File: src/rtl/sipo.sv
// Serial-in/parallel-out reassembler: 2-bit symbols MSB-first into WORD_W-bit words on a valid/ready register.
// Optional idle timeout for partial words is compiled in with `define SIPO_TIMEOUT_EN.
module sipo #(
  parameter int WORD_W  = 16,
  parameter int TIMEOUT = 15
) (
  input  logic              clk,
  input  logic              rst_n,
  input  logic [1:0]        data_serial_i,
  input  logic              valid_serial_i,
  input  logic              flush_i,
  input  logic              ready_i,
  output logic [WORD_W-1:0] data_parallel_o,
  output logic              valid_parallel_o,
  output logic              assembling_o,
  output logic              overrun_o,
  output logic              timeout_o
);
  localparam int N     = WORD_W / 2;
  localparam int CNT_W = (N > 1) ? $clog2(N) : 1;

  // Output handshake: a word transfers on any cycle with valid_parallel_o & ready_i;
  // data_parallel_o holds while valid_parallel_o=1 and ready_i=0.
  logic [WORD_W-1:0] shift_q, shift_d;
  logic [WORD_W-1:0] data_q, data_d;
  logic [CNT_W-1:0]  cnt_q, cnt_d;
  logic              valid_q, valid_d;
  logic              overrun_q, overrun_d;
  logic              accept, completes, expire;
  logic [WORD_W-1:0] new_word;

  assign accept    = valid_serial_i & ~flush_i;
  assign completes = accept && (cnt_q == CNT_W'(N - 1));
  assign new_word  = {shift_q[WORD_W-3:0], data_serial_i};

`ifdef SIPO_TIMEOUT_EN
  localparam int IDLE_W = $clog2(TIMEOUT + 1);
  logic [IDLE_W-1:0] idle_q, idle_d;
  logic              timeout_q;
  logic              idle_cyc;

  assign idle_cyc = (cnt_q != '0) & ~valid_serial_i & ~flush_i;
  assign expire   = idle_cyc && (idle_q == IDLE_W'(TIMEOUT - 1));

  always_comb begin
    idle_d = '0;
    if (idle_cyc && !expire) idle_d = idle_q + 1'b1;
  end

  always_ff @(posedge clk or negedge rst_n) begin
    if (!rst_n) begin
      idle_q    <= '0;
      timeout_q <= 1'b0;
    end else begin
      idle_q    <= idle_d;
      timeout_q <= expire;
    end
  end

  assign timeout_o = timeout_q;
`else
  // Keeps TIMEOUT referenced when the feature is compiled out; always 0.
  assign expire    = 1'b0 & (TIMEOUT == 0);
  assign timeout_o = 1'b0;
`endif

  always_comb begin
    shift_d   = shift_q;
    cnt_d     = cnt_q;
    data_d    = data_q;
    valid_d   = valid_q;
    overrun_d = 1'b0;
    if (flush_i || expire) begin
      shift_d = '0;
      cnt_d   = '0;
    end else if (accept) begin
      shift_d = new_word;
      cnt_d   = completes ? '0 : cnt_q + 1'b1;
    end
    // A completing word loads if the register is free or draining this cycle, else it is dropped.
    if (completes && (!valid_q || ready_i)) begin
      data_d  = new_word;
      valid_d = 1'b1;
    end else begin
      if (valid_q && ready_i) valid_d = 1'b0;
      overrun_d = completes;
    end
  end

  always_ff @(posedge clk or negedge rst_n) begin
    if (!rst_n) begin
      shift_q   <= '0;
      cnt_q     <= '0;
      data_q    <= '0;
      valid_q   <= 1'b0;
      overrun_q <= 1'b0;
    end else begin
      shift_q   <= shift_d;
      cnt_q     <= cnt_d;
      data_q    <= data_d;
      valid_q   <= valid_d;
      overrun_q <= overrun_d;
    end
  end

  assign data_parallel_o  = data_q;
  assign valid_parallel_o = valid_q;
  assign assembling_o     = (cnt_q != '0);
  assign overrun_o        = overrun_q;
endmodule

File: config.mk
export PLATFORM = sky130hd
export DESIGN_NAME = sipo
export DESIGN_NICKNAME = d
export VERILOG_FILES = /design/src/rtl/sipo.sv
export SDC_FILE = /design/constraint.sdc
export NUM_CORES = 1
export LEC_CHECK = 0
export CAP_MARGIN = 20
export CELL_PAD_IN_SITES_DETAIL_PLACEMENT = 1
export CELL_PAD_IN_SITES_GLOBAL_PLACEMENT = 1
export CORE_MARGIN = 2
export CORE_UTILIZATION = 30
export CTS_CLUSTER_SIZE = 12
export DETAILED_ROUTE_END_ITERATION = 6
export PLACE_DENSITY = 0.63
export SETUP_SLACK_MARGIN = 0.2
export SYNTH_ARGS = -nofsm -noshare
export SYNTH_HDL_FRONTEND = slang
export SYNTH_SLANG_ARGS = --single-unit
export TNS_END_PERCENT = 50
File: constraint.sdc
create_clock -name clk -period 3 [get_ports clk]
set_input_delay 0.45 -clock clk [delete_from_list [all_inputs] [get_ports clk]]
set_output_delay 0.45 -clock clk [all_outputs]
set_load 0.02 [all_outputs]
==> metrics.md <==
| Metric | Value |
|---|---|
| Non-filler cells, final | between 200 and 250 |
| Share of cells above drive strength 1 | 0.212 |
| Diode count | 0 |
| RePlAce Congestion | roughly 0.66 |
| Placed cells | slightly below 200 |
| CTS tree | done |
| Clock slew at reported path FFs | 0.07 ns |
| Avg Cell Area, Syn | roughly 14 µm² |
| Post-Route WL | 2900 µm |
| CTS sink count | 35 |
| Startpoint type of the worst setup path | register |
| # fillers | between 500 and 600 |
| Core area | between 0.004 and 0.005 mm² |
| RSZ-0062 raised after global routing | false |
| Synth warnings | 0 |
| Worst reg-to-reg setup slack | 1.00 ns |
| Setup bufs post-CTS | 0 |
| Outcome | completed |
| Endpoints failing hold | 0 |
| Port buffer count | 25 |
| EDFF count, synth | 0 |
| # H-tree levels | 2 |
| Post-route antenna net violation count | 0 |
| Initial Utilization | 0.313 |
| # setup viols final | 0 |
| Post-synth ARST share | 1.00 |
| Max Cap Violations | 0 |
| Cells after synthesis | 107 |
| Min Tclk post-route | between 2 and 2.5 ns |
| Post-layout instance area | 0.00191 mm² |
| Die height | 74.7 µm |
| Initial DRC count | 33 |
| Setup TNS | 0 ns |
| Cell Area, Synth | 0.00150 mm² |
| Hold WC Path Type | register to register |
| Net Count, Synth | 117 |
| Hold Slack | 0.513 ns |
| Min-Delay Endpoint | data_parallel_o[9]$_DFFE_PN0P_ |
| Sequential share of the synthesized area | 0.584 |
| Worst Reg-to-Reg Cells | 6 |
| Vias | around 900 |
| Drt first pass iters | 3 |
| Cell row count | 25 |
| Die ar. | 0.00558 mm² |
| Required time of the worst setup path | about 2.6 ns |
| Fmax | 0.494 GHz |
| Slew Viols, Final | 0 |
| Number of buffers created by CTS | 5 |
| Reg2reg start | cnt_q[0]$_DFFE_PN0P_ |
| Area grow syn2layout | 27.4% |
| CTS Buffer Depth | 2 |
| Clock insertion delay at the later pin of the skew report | 0.28 ns |
| Synth unique cells | 20 |
| Final worst-path cycle share | 0.674 |
| Hold Crit Start | data_parallel_o[9]$_DFFE_PN0P_ |
| Peak VDD IR | 0.251 mV |
| Initial antenna violation count | 0 |
| I/O Pins | 27 |
| Dpl cell area | 0.00181 mm² |
| HPWL after DPL | 2000 µm |
| Hold buffers post-CTS | 0 |
| NumNets Final | 146 |
| Tot Pwr | 0.902 mW |
| Die X | 74.7 µm |
| WHS Path Cells | 1 |
| Setup WS post-layout | 0.977 ns |
| Main synth FF type | dfrtp_1 |
| Root buf cell | clkbuf_8 |
| Lkg Pwr | 0.938 nW |
| Worst Skew | roughly 0.0018 ns |
| Register bit total from synthesis | 35 |
| Largest net degree at the start of global routing | 36 |
| Grt ovf | 0 |
| Most frequent cells in the layout | dfrtp_1, clkdlybuf4s50_1, nor2_1 |
| RR Endpoint | data_parallel_o[6]$_DFFE_PN0P_ |
| Power per cell area | 472 mW/mm² |
| Dpl ws | 0.785 ns |
| First-pass GRT wire length | 4820 µm |
| Number of remaining DRC errors | 0 |
| Post_cts resized | 0 |
| Vias/cell | approximately 4.3 |
| Fin util | 0.399 |
| Most common cell after layout, fill and taps aside | dfrtp_1 |
| GRT Total Usage | 0.120 |
| Number of global-route vias before repair | 1009 |
| Avg WL per Cell | 14.2 µm |
| Crit Path Max Fanout | 4 |
| Setup crit end kind | output port |
| Arr. time, crit path | ~1.6 ns |
| Crit Path Category | register to output port |
[worst max path at each step]
stage	from	endpoint	slack, ns	depth (start not counted)
2_1_floorplan	cnt_q[0]$_DFFE_PN0P_	data_parallel_o[0]$_DFFE_PN0P_	1.39	7
3_3_place_gp	valid_serial_i	data_parallel_o[9]$_DFFE_PN0P_	0.84	5
6_report	cnt_q[0]$_DFFE_PN0P_	assembling_o	0.98	4
4_1_cts	cnt_q[0]$_DFFE_PN0P_	assembling_o	0.94	4
5_1_grt	cnt_q[0]$_DFFE_PN0P_	data_parallel_o[9]$_DFFE_PN0P_	0.89	6
3_5_place_dp	valid_serial_i	data_parallel_o[11]$_DFFE_PN0P_	0.79	5
[synth_stat cells (2+ instances only)]
cell type / instances / area [µm²]
buf_6: 2 / 22.5
inv_1: 3 / 11.3
a21oi_1: 2 / 10.0
dfrtp_1: 35 / 876
buf_4: 2 / 15.0
nand2b_1: 2 / 12.5
nand2_1: 2 / 7.51
nor2_1: 17 / 63.8
mux2_2: 6 / 67.6
mux2_4: 10 / 150
ha_1: 3 / 37.5
mux2i_1: 15 / 150
[cell families after synthesis]
logic type | count (synthesis) | share of synthesized area
adders and majority gates | 3 | 0.0250
and+or+nand+nor | 25 | 0.0851
DFF | 35 | 0.584
other | 1 | 0.00250
buffers and inverters | 10 | 0.0517
AOI/OAI and AO/OA | 2 | 0.00667
muxes | 31 | 0.245
[layout make-up]
cell class | count | area (µm²) | share of cell area
repair buffers | 29 | 293 | 0.153
flip-flops and latches | 35 | 876 | 0.458
inverters | 3 | 11.3 | 0.00589
well taps | 67 | 83.8 | 0.0439
multi-input cells | 62 | 547 | 0.286
clock buffers | 8 | 100 | 0.0524
[critical path, stage by stage (launching register included)]
cell,delay [ns]
dfrtp_1,0.39
inv_1,0.06
ha_1,0.19
nand2b_1,0.06
clkdlybuf4s50_1,0.59
[sequential cells by signal, summed over array words and instances (netlist names)]
signal,flops
cnt_q,3
data_parallel_o,16
overrun_o,1
shift_q,14
valid_parallel_o,1
[where the power goes]
| part | switching (mW) | total, mW | internal, mW |
|---|---|---|---|
| logic | 0.0307 | 0.0543 | 0.0236 |
| registers | 0.00449 | 0.482 | 0.477 |
| clock network | 0.157 | 0.366 | 0.209 |
[metal layers]
layer  vias to the layer above  global-route usage  share of wire
met5                         -                   0              0
met1                       449               0.148           0.44
li1                        407                   -              -
met3                         5              0.0415          0.035
met4                         0              0.0655          0.022
met2                        15               0.184           0.50
No activity file was read; power rests on OpenSTA's default activity.
==> patch 1, RTL diff (config.mk and constraints unchanged) <==
Build with the macro `SIPO_TIMEOUT_EN` defined.
--- a/src/rtl/sipo.sv
+++ b/src/rtl/sipo.sv
@@ -2,2 +2,4 @@
 // Optional idle timeout for partial words is compiled in with `define SIPO_TIMEOUT_EN.
+`define SIPO_TIMEOUT_EN
+
 module sipo #(
Behaviour: no difference found for any inputs over 10 cycles, from zero or initial values and one cycle with rst_n low; that may be too few to reach the edited logic, so the function may still have changed.
==> patch 1 against the original RTL <==
Power up 6.6%. Wire length up 12%. Non-clock buffer count down 1. Sequential cell count up 5. Synthesized area up 11%. Highest routed layer unchanged. Fmax down 8.3%. First-iteration DRC count up 67%. Final area up 7.7%. Sequential share of layout area up 2.8 points. Worst setup slack worse by 0.18 ns.
==> patch 1: results (changes against the original RTL) <==
Status
  • Status: finished, final reports clean (unchanged)

STA
  • Slew HR: 41.4%
  • Layout Skew: 0.00583 ns (was 0.00176 ns)
  • Hold WS: 0.282 ns (was 0.513 ns)
  • Period minus WS final: 2.21 ns (was 2.02 ns)

Route
  • Met2 routed WL: 1690 um (was 1440 um)
  • Vias per cell: 4.76 (was 4.29)
  • Detail Route met3 WL: 120 um (was 102 um)
  • Routed WL: 3250 um (was 2900 um)
  • DR iter-0 viols: 55 (was 33)
  • DRT Pass-1 Iters: 4 (was 3)
  • Metal-1 WL: 1400 um (was 1290 um)

Synth
  • Avg Inst Size Synth: 14.8 um2 (was 14.0 um2)
  • Netlist cell types: 24 (was 20)
  • Post-synth net total: 124 (was 117)
  • Leading cell types by count after synthesis: dfrtp_1 (40), a32o_1 (15), mux2_4 (10) (was dfrtp_1 (35), nor2_1 (17), mux2i_1 (15))
  • Yosys reg bits: 40 (was 35)
  • Register area share after synthesis: 60.2% (was 58.4%)

Cells and area
  • # fillers: 560 (was 511)
  • Multi-In Gates: 62 (unchanged)
  • Net count, final: 153 (was 146)
  • Design Area, Final: 2060 um2 (was 1910 um2)
  • Bufs w/o clock: 28 (was 29)
  • Layout clock area frac: 4.38% (was 5.24%)
  • Area of the multi-input gates: 591 um2 (was 547 um2)
  • Flip-flop and latch area: 1000 um2 (was 876 um2)
  • Nonclk inv count: 4 (was 3)

Placed design
  • Post-DP HPWL: 2300 um (was 2000 um)
  • Cell Count Post-Placement: 206 (was 196)
  • Post-DP Area: 1970 um2 (was 1810 um2)
  • Final Wtd Congestion: 0.734 (was 0.657)

Power and ir drop
  • Design Power: 0.961 mW (was 0.902 mW)
  • Internal Power: 0.754 mW (was 0.710 mW)
  • Maximum vdd drop: 0.307 mV (was 0.251 mV)
  • Power Sequential: 0.552 mW (was 0.482 mW)
  • LEAKAGE: 0.942 nW (was 0.938 nW)

GRT
  • Grt met1 use: 13.9% (was 14.8%)
  • Largest net degree at the start of global routing: 41 (was 36)
  • GRT met2 Usage: 21.2% (was 18.4%)
  • GRT Total Usage: 12.0% (about the same)
  • GRT met3 Usage: 2.99% (was 4.15%)
  • Vias in the first global route: 1133 (was 1009)
  • First-pass GRT wire length: 5670 um (was 4820 um)

Worst setup path
  • R2R cell count: 4 (was 6)
  • End of the worst register-to-register path: data_parallel_o[0] (was data_parallel_o[6])
  • Worst Path Arrival: 1.76 ns (was 1.57 ns)

Worst hold path
  • HP Class: input pin to asynchronous set/reset pin (was flop to flop)

Clock network
  • Worst-path clk slew: 0.07 ns (about the same)

Die
  • Die Span X: 78.4 um (was 74.7 um)
-- patch 1: cell types whose count changed after synthesis, sizes merged, moves of 3 or more --
| cell | before | now |
|---|---|---|
| a32o | 0 | 15 |
| dfrtp | 35 | 40 |
| mux2i | 15 | 0 |
| nand3 | 0 | 3 |
| nor2 | 17 | 7 |
-- patch 1: critical path: stages, from the launching register on --
cell	delay [ns]
dfrtp_1	0.40
inv_1	0.06
ha_1	0.20
nand2b_1	0.17
clkdlybuf4s50_1	0.64
-- patch 1: cells by family (layout without fill, tap and decap cells) --
| logic type | after synthesis | after routing | share of synthesized area, % |
|---|---|---|---|
| AND/OR/NAND/NOR | 22 | 22 | 7.98 |
| XOR/XNOR | 2 | 2 | 1.05 |
| adder cells (fa/ha/maj) | 5 | 5 | 3.77 |
| multiplexers | 16 | 16 | 13.1 |
| buffers and inverters | 10 | 40 | 4.22 |
| flip-flops | 40 | 40 | 60.2 |
| AO/OA/AOI/OAI | 17 | 17 | 9.64 |
==> patch 2, RTL diff (same flow settings) <==
Without the edit above. Put one more register stage on the output `overrun_o`, without a reset. The value now appears one clock later. The other outputs are not delayed to match.
--- a/src/rtl/sipo.sv
+++ b/src/rtl/sipo.sv
@@ -108,3 +108,5 @@
   assign assembling_o     = (cnt_q != '0);
-  assign overrun_o        = overrun_q;
+  always_ff @(posedge clk) begin
+    overrun_o <= overrun_q;
+  end
 endmodule
Behaviour: same outputs for any inputs over 10 cycles, from zero or initial values and one cycle with rst_n low; that may be too few to reach the edited logic, so the function may still have changed.
==> patch 2 against the original RTL <==
Core utilization is 0.26 points lower. Synthesized area is 1.3% higher. Sequential cell count rose by 1. Sequential share of layout area grew 1.0 points. Fmax decreased by 2.2%. Final cell count increased by 0.49%. Worst setup slack worse by 0.045 ns. Largest power group unchanged. Power up 0.32%. Die area grew 1.3%. Final area stayed put. Critical path type unchanged. Wire length fell by 3.0%.
==> patch 2: results (changes against the original RTL) <==
GRT
  • Initial antenna violation count: 0 (unchanged)
  • GRT Total Usage: 11.7% (was 12.0%)
  • First-pass GRT wire length: 4730 um (was 4820 um)
  • Vias in the first global route: 947 (was 1009)

Placed design
  • Pre-CTS setup slack: 0.868 ns (was 0.785 ns)
  • Post-DP HPWL: 1910 um (was 2000 um)
  • Cell Count Post-Placement: 197 (was 196)
  • Final Wtd Congestion: 0.719 (was 0.657)
  • IO buf count: 25 (unchanged)

Status
  • Status: finished, final reports clean (unchanged)

Synth
  • Dominant cells by area after synthesis: dfrtp_1 (58%), mux2_4 (9.9%), mux2i_1 (9.9%), mux2_2 (4.4%), nor2_1 (4.2%) (was dfrtp_1 (58%), mux2_4 (10%), mux2i_1 (10%), mux2_2 (4.5%), nor2_1 (4.3%))
  • Post-synth net total: 118 (was 117)
  • Netlist cell types: 21 (was 20)
  • Register area share after synthesis: 58.9% (was 58.4%)
  • Gate Count Post-Synth: 108 (was 107)
  • Ys async rst share: 97.2% (was 100%)

STA
  • Hold WS: 0.351 ns (was 0.513 ns)
  • Layout Skew: 0.00414 ns (was 0.00176 ns)
  • Max Fclk: 0.484 GHz (was 0.494 GHz)

Clock network
  • Worst-path clk slew: 0.07 ns (about the same)
  • CTS Buf Count: 5 (unchanged)
  • Clock Path Buffers: 2 (unchanged)
  • CTS Root Buffer Type: clkbuf_8 (unchanged)
  • Worst-Skew Late Latency: 0.29 ns
  • PostCTS Resize Cnt: 0 (unchanged)
  • # Post-CTS Setup Buffers: 0 (unchanged)

Cells and area
  • Net count, final: 147 (was 146)
  • Share of cells above drive strength 1: 21.7% (was 21.2%)
  • # fillers: 540 (was 511)

Route
  • DRT Pass-1 Iters: 4 (was 3)
  • DR iter-0 viols: 25 (was 33)
  • Via count: 876 (unchanged)
  • Vias per cell: 4.27 (was 4.29)
  • Routed WL per cell: 13.7 um (was 14.2 um)

Power and ir drop
  • LEAKAGE: 0.943 nW (was 0.938 nW)
  • Maximum vdd drop: 0.232 mV (was 0.251 mV)

Worst hold path
  • Min-Delay Startpoint: overrun_q (was data_parallel_o[9])

Worst setup path
  • R2R Setup Slk: 1.18 ns (was 1.00 ns)
  • Worst Path Arrival: 1.62 ns (was 1.57 ns)
  • Reg2reg start: cnt_q[0] (unchanged)
  • CP max FO: 4 (unchanged)
## patch 2: power by group
group	total [mW]	leakage (nW)	switching, mW	internal, mW
clock	0.356	0.0510	0.173	0.183
combinational	0.0539	0.398	0.0304	0.0236
sequential	0.495	0.494	0.00472	0.490
## patch 2: metal layers
metal  GRT usage (%)  wire (um)  up-vias
met5               0          0        -
li1                -          -      410
met4            5.85         71        0
met3            4.82        139        6
met1            15.2       1300      440
met2            16.8       1300       20
## patch 2: cell families after synthesis
group	share of synthesized area, %
multiplexers	24.2
other	0.247
AO/OA/AOI/OAI	0.658
adder cells (fa/ha/maj)	2.47
AND/OR/NAND/NOR	8.40
buffers and inverters	5.10
flip-flops	58.9
## patch 2: worst max-delay path: stages, from the launching register on
cell and delay [ns]:
dfrtp_1 0.41, inv_1 0.07, ha_1 0.19, nand2b_1 0.06, clkdlybuf4s50_1 0.60
## patch 2: final timing paths
check / end / cells past startpoint
max: assembling_o / 4
min: overrun_o / 0
max reg2reg: data_parallel_o[9] / 6
min reg2reg: overrun_o / 0
min in group asynchronous: overrun_q / 2
max in group asynchronous: cnt_q[2] / 2
## patch 2: cell type report
class,count,area (um2),area share [%]
flip-flops and latches,36,896,46.9
multi-input cells,62,547,28.6
repair buffers,29,280,14.7
well taps,67,83.8,4.39
clock buffers,6,82.6,4.32
inverters,3,11.3,0.589
clock inverters,2,10.0,0.524
## patch 2: per-stage QoR
step	total power, mW	util, %	cell area, um2
after floorplan	0.533	-	1520
after global placement	0.557	37.7	1820
after detailed placement	0.560	37.7	1820
after CTS	0.917	39.7	1910
after global routing	0.943	39.7	1910
final	0.905	39.7	1910
